$ cat config.mk
export PLATFORM = sky130hd
export DESIGN_NAME = root_uplink_collector_flat
export DESIGN_NICKNAME = d
export VERILOG_FILES = /design/src/rtl/root_uplink_collector_if.sv /design/src/rtl/root_uplink_collector.sv /design/src/flat_wrapper.sv
export SDC_FILE = /design/constraint.sdc
export NUM_CORES = 1
export LEC_CHECK = 0
export ABC_AREA = 1
export CAP_MARGIN = 0
export CORE_MARGIN = 3
export CORE_UTILIZATION = 45
export DETAILED_ROUTE_END_ITERATION = 10
export PLACE_DENSITY_LB_ADDON = 0.05
export SETUP_SLACK_MARGIN = 0.4
export SYNTH_ARGS = -nofsm -noshare
export SYNTH_HDL_FRONTEND = slang
export SYNTH_SLANG_ARGS = --single-unit
$ cat constraint.sdc
create_clock -name clk -period 9.5 [get_ports clk]
set_input_delay 0.95 -clock clk [delete_from_list [all_inputs] [get_ports clk]]
set_output_delay 0.95 -clock clk [all_outputs]
set_load 0.02 [all_outputs]
$ cat src/rtl/root_uplink_collector_if.sv
// Uplink bundle between the leaf uplinks / root controller and the collector.
// master: the collector side (drives ready back to leaves and the merged stream).
// slave:  the environment side (leaves drive payloads, controller drives out_ready).
interface root_uplink_collector_if #(
    parameter int NUM_LEAVES = 4,
    parameter int ID_W       = 2
);
    logic [64*NUM_LEAVES-1:0] up_rx_data;
    logic [NUM_LEAVES-1:0]    up_rx_valid;
    logic [NUM_LEAVES-1:0]    up_rx_ready;
    logic [63:0]              out_data;
    logic [ID_W-1:0]          out_src_id;
    logic                     out_valid;
    logic                     out_ready;
    logic                     all_done;

    modport master (
        input  up_rx_data, up_rx_valid, out_ready,
        output up_rx_ready, out_data, out_src_id, out_valid, all_done
    );

    modport slave (
        output up_rx_data, up_rx_valid, out_ready,
        input  up_rx_ready, out_data, out_src_id, out_valid, all_done
    );
endinterface

$ cat src/rtl/root_uplink_collector.sv
// root_uplink_collector: terminates NUM_LEAVES leaf uplinks, each into a 2-entry
// FIFO, and merges them round-robin into one registered 64-bit stream tagged with
// the source leaf index.
// Optional feature macro: UPLINK_BARRIER_EN (per-round completion barrier, all_done).
module root_uplink_collector #(
    parameter int         NUM_LEAVES  = 4,
    parameter int         ID_W        = 2,
    parameter logic [7:0] DONE_OPCODE = 8'hFF
) (
    input logic                     clk,
    input logic                     reset,
    root_uplink_collector_if.master bus
);
    logic [NUM_LEAVES-1:0][63:0] slot0_q, slot0_d;
    logic [NUM_LEAVES-1:0][63:0] slot1_q, slot1_d;
    logic [NUM_LEAVES-1:0][1:0]  cnt_q, cnt_d;
    logic [NUM_LEAVES-1:0]       ready_q, ready_d;
    logic [ID_W-1:0]             rr_q, rr_d;
    logic [63:0]                 out_data_q, out_data_d;
    logic [ID_W-1:0]             out_src_q, out_src_d;
    logic                        out_valid_q, out_valid_d;

    logic [NUM_LEAVES-1:0]       req;
    logic [NUM_LEAVES-1:0]       push;
    logic [NUM_LEAVES-1:0]       pop;
    logic                        out_load;
    logic                        grant_vld;
    logic [ID_W-1:0]             grant;
    int                          scan_idx;
    int                          next_rr;

    // The output register can take a new word when empty or being drained this cycle.
    assign out_load = !out_valid_q || bus.out_ready;

    // Lane requests come from registered counts, so a word pushed this cycle waits a cycle.
    always_comb begin
        req  = '0;
        push = '0;
        for (int i = 0; i < NUM_LEAVES; i++) begin
            req[i]  = (cnt_q[i] != 2'd0);
            push[i] = bus.up_rx_valid[i] && ready_q[i];
        end
    end

    // Round-robin search: first requesting lane at or after rr, wrapping around.
    always_comb begin
        grant_vld = 1'b0;
        grant     = '0;
        scan_idx  = 0;
        for (int k = 0; k < NUM_LEAVES; k++) begin
            scan_idx = int'(rr_q) + k;
            if (scan_idx >= NUM_LEAVES) begin
                scan_idx = scan_idx - NUM_LEAVES;
            end
            if (!grant_vld && req[scan_idx]) begin
                grant_vld = 1'b1;
                grant     = scan_idx[ID_W-1:0];
            end
        end
    end

    // Pointer advances past the granted lane only when the grant is actually taken.
    always_comb begin
        rr_d    = rr_q;
        next_rr = int'(grant) + 1;
        if (next_rr >= NUM_LEAVES) begin
            next_rr = 0;
        end
        if (out_load && grant_vld) begin
            rr_d = next_rr[ID_W-1:0];
        end
    end

    // Per-lane 2-entry FIFO: slot0 is the head, a pop shifts slot1 forward.
    always_comb begin
        cnt_d   = cnt_q;
        slot0_d = slot0_q;
        slot1_d = slot1_q;
        ready_d = '0;
        pop     = '0;
        for (int i = 0; i < NUM_LEAVES; i++) begin
            pop[i] = out_load && grant_vld && (int'(grant) == i);
            case ({push[i], pop[i]})
                2'b10: begin
                    if (cnt_q[i] == 2'd0) begin
                        slot0_d[i] = bus.up_rx_data[i*64 +: 64];
                    end else begin
                        slot1_d[i] = bus.up_rx_data[i*64 +: 64];
                    end
                    cnt_d[i] = cnt_q[i] + 2'd1;
                end
                2'b01: begin
                    slot0_d[i] = slot1_q[i];
                    cnt_d[i]   = cnt_q[i] - 2'd1;
                end
                2'b11: begin
                    // A full lane has ready low, so push+pop only happens at count 1.
                    if (cnt_q[i] == 2'd1) begin
                        slot0_d[i] = bus.up_rx_data[i*64 +: 64];
                    end else begin
                        slot0_d[i] = slot1_q[i];
                        slot1_d[i] = bus.up_rx_data[i*64 +: 64];
                    end
                end
                default: begin
                end
            endcase
            ready_d[i] = (cnt_d[i] != 2'd2);
        end
    end

    // Output register loads the granted lane's head, or empties when drained with no grant.
    always_comb begin
        out_data_d  = out_data_q;
        out_src_d   = out_src_q;
        out_valid_d = out_valid_q;
        if (out_load) begin
            out_valid_d = grant_vld;
            if (grant_vld) begin
                out_data_d = slot0_q[grant];
                out_src_d  = grant;
            end
        end
    end

    // Control and output state; reset drops all buffered words and blocks the leaves.
    always_ff @(posedge clk) begin
        if (reset) begin
            cnt_q       <= '0;
            ready_q     <= '0;
            rr_q        <= '0;
            out_valid_q <= 1'b0;
            out_data_q  <= '0;
            out_src_q   <= '0;
        end else begin
            cnt_q       <= cnt_d;
            ready_q     <= ready_d;
            rr_q        <= rr_d;
            out_valid_q <= out_valid_d;
            out_data_q  <= out_data_d;
            out_src_q   <= out_src_d;
        end
    end

    // FIFO payload storage; validity is carried entirely by the counts.
    always_ff @(posedge clk) begin
        slot0_q <= slot0_d;
        slot1_q <= slot1_d;
    end

    assign bus.up_rx_ready = ready_q;
    assign bus.out_data    = out_data_q;
    assign bus.out_src_id  = out_src_q;
    assign bus.out_valid   = out_valid_q;

`ifdef UPLINK_BARRIER_EN
    logic [NUM_LEAVES-1:0] done_seen_q, done_seen_d;
    logic [NUM_LEAVES-1:0] seen_next;
    logic                  all_done_q, all_done_d;

    // Completion is counted when a DONE word leaves on the output, not on FIFO entry.
    always_comb begin
        done_seen_d = done_seen_q;
        seen_next   = done_seen_q;
        all_done_d  = 1'b0;
        if (out_valid_q && bus.out_ready && (out_data_q[63:56] == DONE_OPCODE)) begin
            seen_next[out_src_q] = 1'b1;
            if (&seen_next) begin
                all_done_d  = 1'b1;
                done_seen_d = '0;
            end else begin
                done_seen_d = seen_next;
            end
        end
    end

    // Barrier state and the one-cycle completion pulse.
    always_ff @(posedge clk) begin
        if (reset) begin
            done_seen_q <= '0;
            all_done_q  <= 1'b0;
        end else begin
            done_seen_q <= done_seen_d;
            all_done_q  <= all_done_d;
        end
    end

    assign bus.all_done = all_done_q;
`else
    logic unused_done_opcode;
    assign unused_done_opcode = ^DONE_OPCODE;
    assign bus.all_done       = 1'b0;
`endif
endmodule

$ cat src/flat_wrapper.sv
// flat-port wrapper written by rule: the top's interface ports become plain ports
module root_uplink_collector_flat 
#(
    parameter int         NUM_LEAVES  = 4,
    parameter int         ID_W        = 2,
    parameter logic [7:0] DONE_OPCODE = 8'hFF
)
  (clk, reset, bus_up_rx_data, bus_up_rx_valid, bus_out_ready, bus_up_rx_ready, bus_out_data, bus_out_src_id, bus_out_valid, bus_all_done);
  root_uplink_collector_if #(.NUM_LEAVES(NUM_LEAVES), .ID_W(ID_W)) bus_i ();
  input logic clk;
  input logic reset;
  input wire logic [$bits(bus_i.up_rx_data)-1:0] bus_up_rx_data;
  input wire logic [$bits(bus_i.up_rx_valid)-1:0] bus_up_rx_valid;
  input wire logic [$bits(bus_i.out_ready)-1:0] bus_out_ready;
  output wire logic [$bits(bus_i.up_rx_ready)-1:0] bus_up_rx_ready;
  output wire logic [$bits(bus_i.out_data)-1:0] bus_out_data;
  output wire logic [$bits(bus_i.out_src_id)-1:0] bus_out_src_id;
  output wire logic [$bits(bus_i.out_valid)-1:0] bus_out_valid;
  output wire logic [$bits(bus_i.all_done)-1:0] bus_all_done;
  assign bus_i.up_rx_data = bus_up_rx_data;
  assign bus_i.up_rx_valid = bus_up_rx_valid;
  assign bus_i.out_ready = bus_out_ready;
  assign bus_up_rx_ready = bus_i.up_rx_ready;
  assign bus_out_data = bus_i.out_data;
  assign bus_out_src_id = bus_i.out_src_id;
  assign bus_out_valid = bus_i.out_valid;
  assign bus_all_done = bus_i.all_done;
  root_uplink_collector #(.NUM_LEAVES(NUM_LEAVES), .ID_W(ID_W), .DONE_OPCODE(DONE_OPCODE)) u_core (.clk(clk), .reset(reset), .bus(bus_i));
endmodule
* Yosys cells after proc, flatten, opt, wreduce, memory -nomap -nowiden *
Index checks and enable logic that the tools add are counted.
Widths: inputs -> output; s select.

word-level totals
  register bits after elaboration = 593
  input port bits = 263
  output and inout port bits = 72
  logic and storage cells = 176

cells by class
  $add $sub $neg = 16
  order comparisons = 10
  equal/unequal tests = 35
  multiplexer cells = 55
  reductions and logical operators = 43

operator list
  cell                   number
  $mux 64                17
  $pmux 64 s3            4
  $pmux 64 s2            4
  $bmux 64 s2            1
  $lt 32x4->1 const B    4
  $mux 32                4
  $ge 32x4->1 const B    3
  $sub 32x4->32 const B  3
  $ne 2x2->1 const B     12
  $eq 2x2->1 const B     10
  $eq 2x1->1 const B     9
  $pmux 2 s2             4
  $reduce_bool 2->1      8
  $logic_and 1x1->1      12
  $mux 1                 12
  $reduce_and 3->1       4
  $reduce_bool 3->1      4
  $logic_not 2->1        5
  $mux 2                 5
  $reduce_and 2->1       5
  $add 2x1->2 const B    4
  $bmux 1 s2             4
  $ne 2x1->1 const B     4
  $sub 2x1->2 const B    4
  other kinds (8)        13

* Longest topological paths before layout *
  depth after elaboration = 20
  mapped depth = 24
  depth with buffers taken out = 21

* Least setup slack after synthesis *
Ideal clock, no wire load.

  path type = register to register
  start point = reg u_core.cnt_q[6] (netlist bit)
  end point = reg u_core.slot1_q[0] (netlist bit) (enable)
  library setup time = 0.582 ns
  data arrival time = 7.216 ns
  required time = 8.918 ns
  slack = 1.702 ns
  stages on the path, launching flop included = 21
  path buffers = 4
  clock period less this slack = 7.798 ns
  cell sequence = dfxtp_1 -> inv_1 -> ha_1 -> nand3_1 -> nand2_1 -> nor2_2 -> nor2_1 -> nand2_1 -> nand2_2 -> nand2_4 -> nor2_2 -> nand2_2 -> buf_2 -> buf_2 -> inv_1 -> ha_1 -> nand2_1 -> inv_1 -> clkbuf_1 -> clkbuf_1 -> a211oi_1

on the way
  cells in the longest elaborated chain, start to end = 19
  elaborated cells on any way between the ends = 36
  classes of those cells = eq/ne: 4; mux: 20; reduce/logical: 12

ends and longest elaborated chain
  element                                                    RTL line                      source
  start, declared                                            root_uplink_collector.sv:16   logic [NUM_LEAVES-1:0][1:0] cnt_q, cnt_d;
  start signal, assigned                                     root_uplink_collector.sv:136  cnt_q <= cnt_d;
  $reduce_bool 2->1 (*)                                      root_uplink_collector.sv:40   req[i] = (cnt_q[i] != 2'd0);
  $bmux 1 s2                                                 root_uplink_collector.sv:55   if (!grant_vld && req[scan_idx]) begin
  $mux 1 (implied by the code) (2 in series)                 root_uplink_collector.sv:55
  $mux 1                                                     root_uplink_collector.sv:55
  $logic_not 1->1                                            root_uplink_collector.sv:55
  $logic_and 1x1->1                                          root_uplink_collector.sv:55
  $mux 1                                                     root_uplink_collector.sv:55
  $logic_not 1->1                                            root_uplink_collector.sv:55
  (+2 left out)                                              --
  $logic_not 1->1                                            root_uplink_collector.sv:55
  $logic_and 1x1->1                                          root_uplink_collector.sv:55
  $mux 2 or $mux 1 (tied branches)                           root_uplink_collector.sv:55
  $logic_not 2->1 or $logic_and 1x1->1 (tied branches)       root_uplink_collector.sv:82   pop[i] = out_load && grant_vld && (int'(grant) == i);
  $logic_and 1x1->1 (*)                                      root_uplink_collector.sv:82
  $eq 2x2->1                                                 root_uplink_collector.sv:83   case ({push[i], pop[i]})
  $ne 2x2->1 (no line) or $reduce_bool 2->1 (tied branches)  --
  $reduce_and 3->1 (no line) (*)                             --
  end signal, assigned                                       root_uplink_collector.sv:148  slot1_q <= slot1_d;
  end, declared                                              root_uplink_collector.sv:15   logic [NUM_LEAVES-1:0][63:0] slot1_q, slot1_d;

Mark *: on every way between the ends. The rest lies on a longest branch, timed or not. The select of a mux whose other input is x is not followed.
A chain may end at the register's enable or synchronous reset.

==> results.sh <==
export IMPL_yosysSeqAreaShare_pct=66.5
export IMPL_critPathMaxFanout=65
export IMPL_cts_hold_buf=0
export IMPL_portBuffers=333
export IMPL_post_route_period_util_pct=57.9
export IMPL_io_pins=335
export IMPL_yosysTopAreaCell="edfxtp_1"
export IMPL_synth_cell_type_count=32
export IMPL_clock_sinks=593
export IMPL_cp_start_kind="register"
export IMPL_drive_gt1_share_pct=5.20
export IMPL_stdcell_area_um2=31300
export IMPL_grt_pass1_wl_um=118000
export IMPL_die_x_um=244
export IMPL_vias_per_cell=5.41
export IMPL_maxCapViolCount=0
export IMPL_first_pass_iters=5
export IMPL_worstMarginPinSlew_ps=1050
export IMPL_hold_slack_ps=476
export IMPL_final_max_slew_viol_count=0
export IMPL_slowest_stage="buf_4"
export IMPL_crit_top_cell="nand2_1"
export IMPL_cts_max_level=2
export IMPL_critPathKind="register to register"
export IMPL_netlist_instances=2530
export IMPL_regArea_um2=17000
export IMPL_die_y_um=244
export IMPL_cts_root_buf="clkbuf_16"
export IMPL_worstPathCellList="inv_2 > nand2_1 > nand2_1 > nand2_1 > nand2_1 > nor2_4 > nand4_4 > nand2_8 > nand2_2 > inv_2 > buf_4 > ha_1 > inv_1 > o21ai_4 > buf_4 > nand3_1 > nand2_1"
export IMPL_cpPeakStageDelay_ps=660
export IMPL_synthDominantCellAreaShare_pct=60.1
export IMPL_setup_violations=0
export IMPL_start_util_pct=45.9
export IMPL_antenna_found_initial=1
export IMPL_cts_resized=0
export IMPL_multiInputGateArea_um2=7470
export IMPL_worstPathArrival_ps=5980
export IMPL_track_usage_pct=26.1
export IMPL_dp_hpwl_um=52100
export IMPL_drc=0
export IMPL_fillers=4884
export IMPL_ant_nets=0
export IMPL_clock_skew_ps=20.5
export IMPL_maxSlewHeadroom_pct=29.9
export IMPL_clock_latency_ps=630
export IMPL_core_area_um2=55600
export IMPL_rsz0062_at_grt="false"
export IMPL_cts_setup_buffers=0
export IMPL_num_vias=19447
export IMPL_nets=3091
export IMPL_wl_per_cell_um=22.0
export IMPL_cts_made_buffers=61
export IMPL_period_needed_ps=5500
export IMPL_avgSynthCellArea_um2=10.1
export IMPL_synth_nets=2823
export IMPL_first_global_vias=18348
export IMPL_hold_violations=0
export IMPL_clk_pin_slew_ps=60
export IMPL_rows=86
export IMPL_status="finished clean"
export IMPL_cts_tree="built"
export IMPL_placed_area_um2=29500
export IMPL_area_growth_pct=22.5
export IMPL_hp_class="register to register"
export IMPL_gp_congestion=0.862
export IMPL_crit_required_ps=9980
export IMPL_fmax_mhz=182
export IMPL_die_area_um2=59700
export IMPL_dr_first_iter_drc_count=2127
export IMPL_fin_tns_setup_ps=0
export IMPL_syn_area_um2=25600
export IMPL_clk_path_buf_depth=3
export IMPL_grt_max_degree=71
export IMPL_grt_overflow=0
export IMPL_totalWireLength_um=79000
export IMPL_yosys_warnings=0
export IMPL_synth_seq_cells=593
export IMPL_synthTopCellsByArea="edfxtp_1 60%, nand2_1 14%, nand3_1 7.2%, dfxtp_1 6.3%, o21ai_0 2.3%"
export IMPL_end_kind="register"
[per-stage QoR]
step                cells  worst slack, ps  utilization, %
finish               3596             4000            56.3
global route         3596             3530            56.3
CTS                  3595             4030            56.3
detailed placement   3483             4040            52.9
global placement     3483             4190            52.9
floorplan            2530             1700               -
[critical path, delay by kind of cell (launching register included)]
| family | cells | cell delay (ps) |
|---|---|---|
| and+or+nand+nor | 10 | 2360 |
| buffers and inverters | 5 | 1760 |
| DFF | 1 | 630 |
| adders and majority gates | 1 | 290 |
| AOI/OAI and AO/OA | 1 | 210 |
[placed cells by master, fill, tap and decap left out, types with 2 or more instances in the layout]
master / count
inv_1: 127
nand2_2: 7
nand2_1: 936
nand3_1: 368
nand3b_1: 30
dfxtp_1: 81
clkinv_2: 4
inv_6: 2
ha_1: 30
nor2_2: 4
clkbuf_16: 61
clkinv_1: 7
clkbuf_8: 7
nor2_1: 90
o21ai_1: 32
bufinv_16: 2
o211ai_1: 2
buf_4: 28
edfxtp_1: 512
a211oi_4: 2
clkbuf_1: 28
clkdlybuf4s50_1: 332
nor2_4: 5
a21oi_1: 8
o21ai_4: 5
inv_2: 9
a21oi_4: 3
o21ai_0: 114
[final timing paths]
check,start,endpoint,slack (ps),depth (start not counted)
hold / removal,u_core.bus.out_src_id[1],u_core.bus.out_src_id[1],480,2
setup reg to reg,u_core.rr_q[0],u_core.slot0_q[75],4000,17
setup / recovery,u_core.rr_q[0],u_core.slot0_q[75],4000,17
hold reg to reg,u_core.bus.out_src_id[1],u_core.bus.out_src_id[1],480,2
[per-layer routing]
layer | up-vias | track usage (%) | part of all wire [%]
met5 | - | 0 | 0
met2 | 871 | 39.6 | 45
met4 | 0 | 6.92 | 2.1
met3 | 79 | 3.86 | 8.4
li1 | 9029 | - | -
met1 | 9468 | 39.5 | 44
[flip-flops by register name, summed over array words and instances, names as in the netlist]
register	flops
u_core.bus.out_src_id	2
u_core.bus.up_rx_ready	4
u_core.bus.out_valid	1
u_core.cnt_q	8
u_core.bus.out_data	64
u_core.rr_q	2
u_core.slot0_q	256
u_core.slot1_q	256
[Yosys cell counts, drive strengths merged]
cell type,count
ha,30
nand3,369
nand2,945
clkbuf,74
edfxtp,512
or2,1
a21oi,11
a211oi,2
nand4,2
o21ai,152
nor2,99
inv,136
dfxtp,81
buf,82
o211ai,2
a22oi,1
nand3b,30
conb,1
[layout make-up]
| class | count | share of cell area, % |
|---|---|---|
| clock buffers | 96 | 5.52 |
| well taps | 748 | 2.99 |
| clock inverters | 16 | 0.419 |
| repair buffers | 361 | 11.3 |
| flip-flops and latches | 593 | 54.3 |
| diodes | 1 | 0.00799 |
| inverters | 136 | 1.63 |
| multi-input cells | 1645 | 23.9 |
[cell families (layout without fill, tap and decap cells)]
kind of cell / count (synthesis) / in the layout / share of synthesized area (%)
AO/OA/AOI/OAI: 168 / 168 / 3.40
adder cells (fa/ha/maj): 30 / 30 / 1.47
buffers and inverters: 292 / 609 / 4.82
flip-flops: 593 / 593 / 66.5
other: 1 / 2 / 0.0147
AND/OR/NAND/NOR: 1446 / 1446 / 23.8
Power is not shown: default switching activity piles up to over one toggle a cycle in this logic, so the estimate is an artifact.
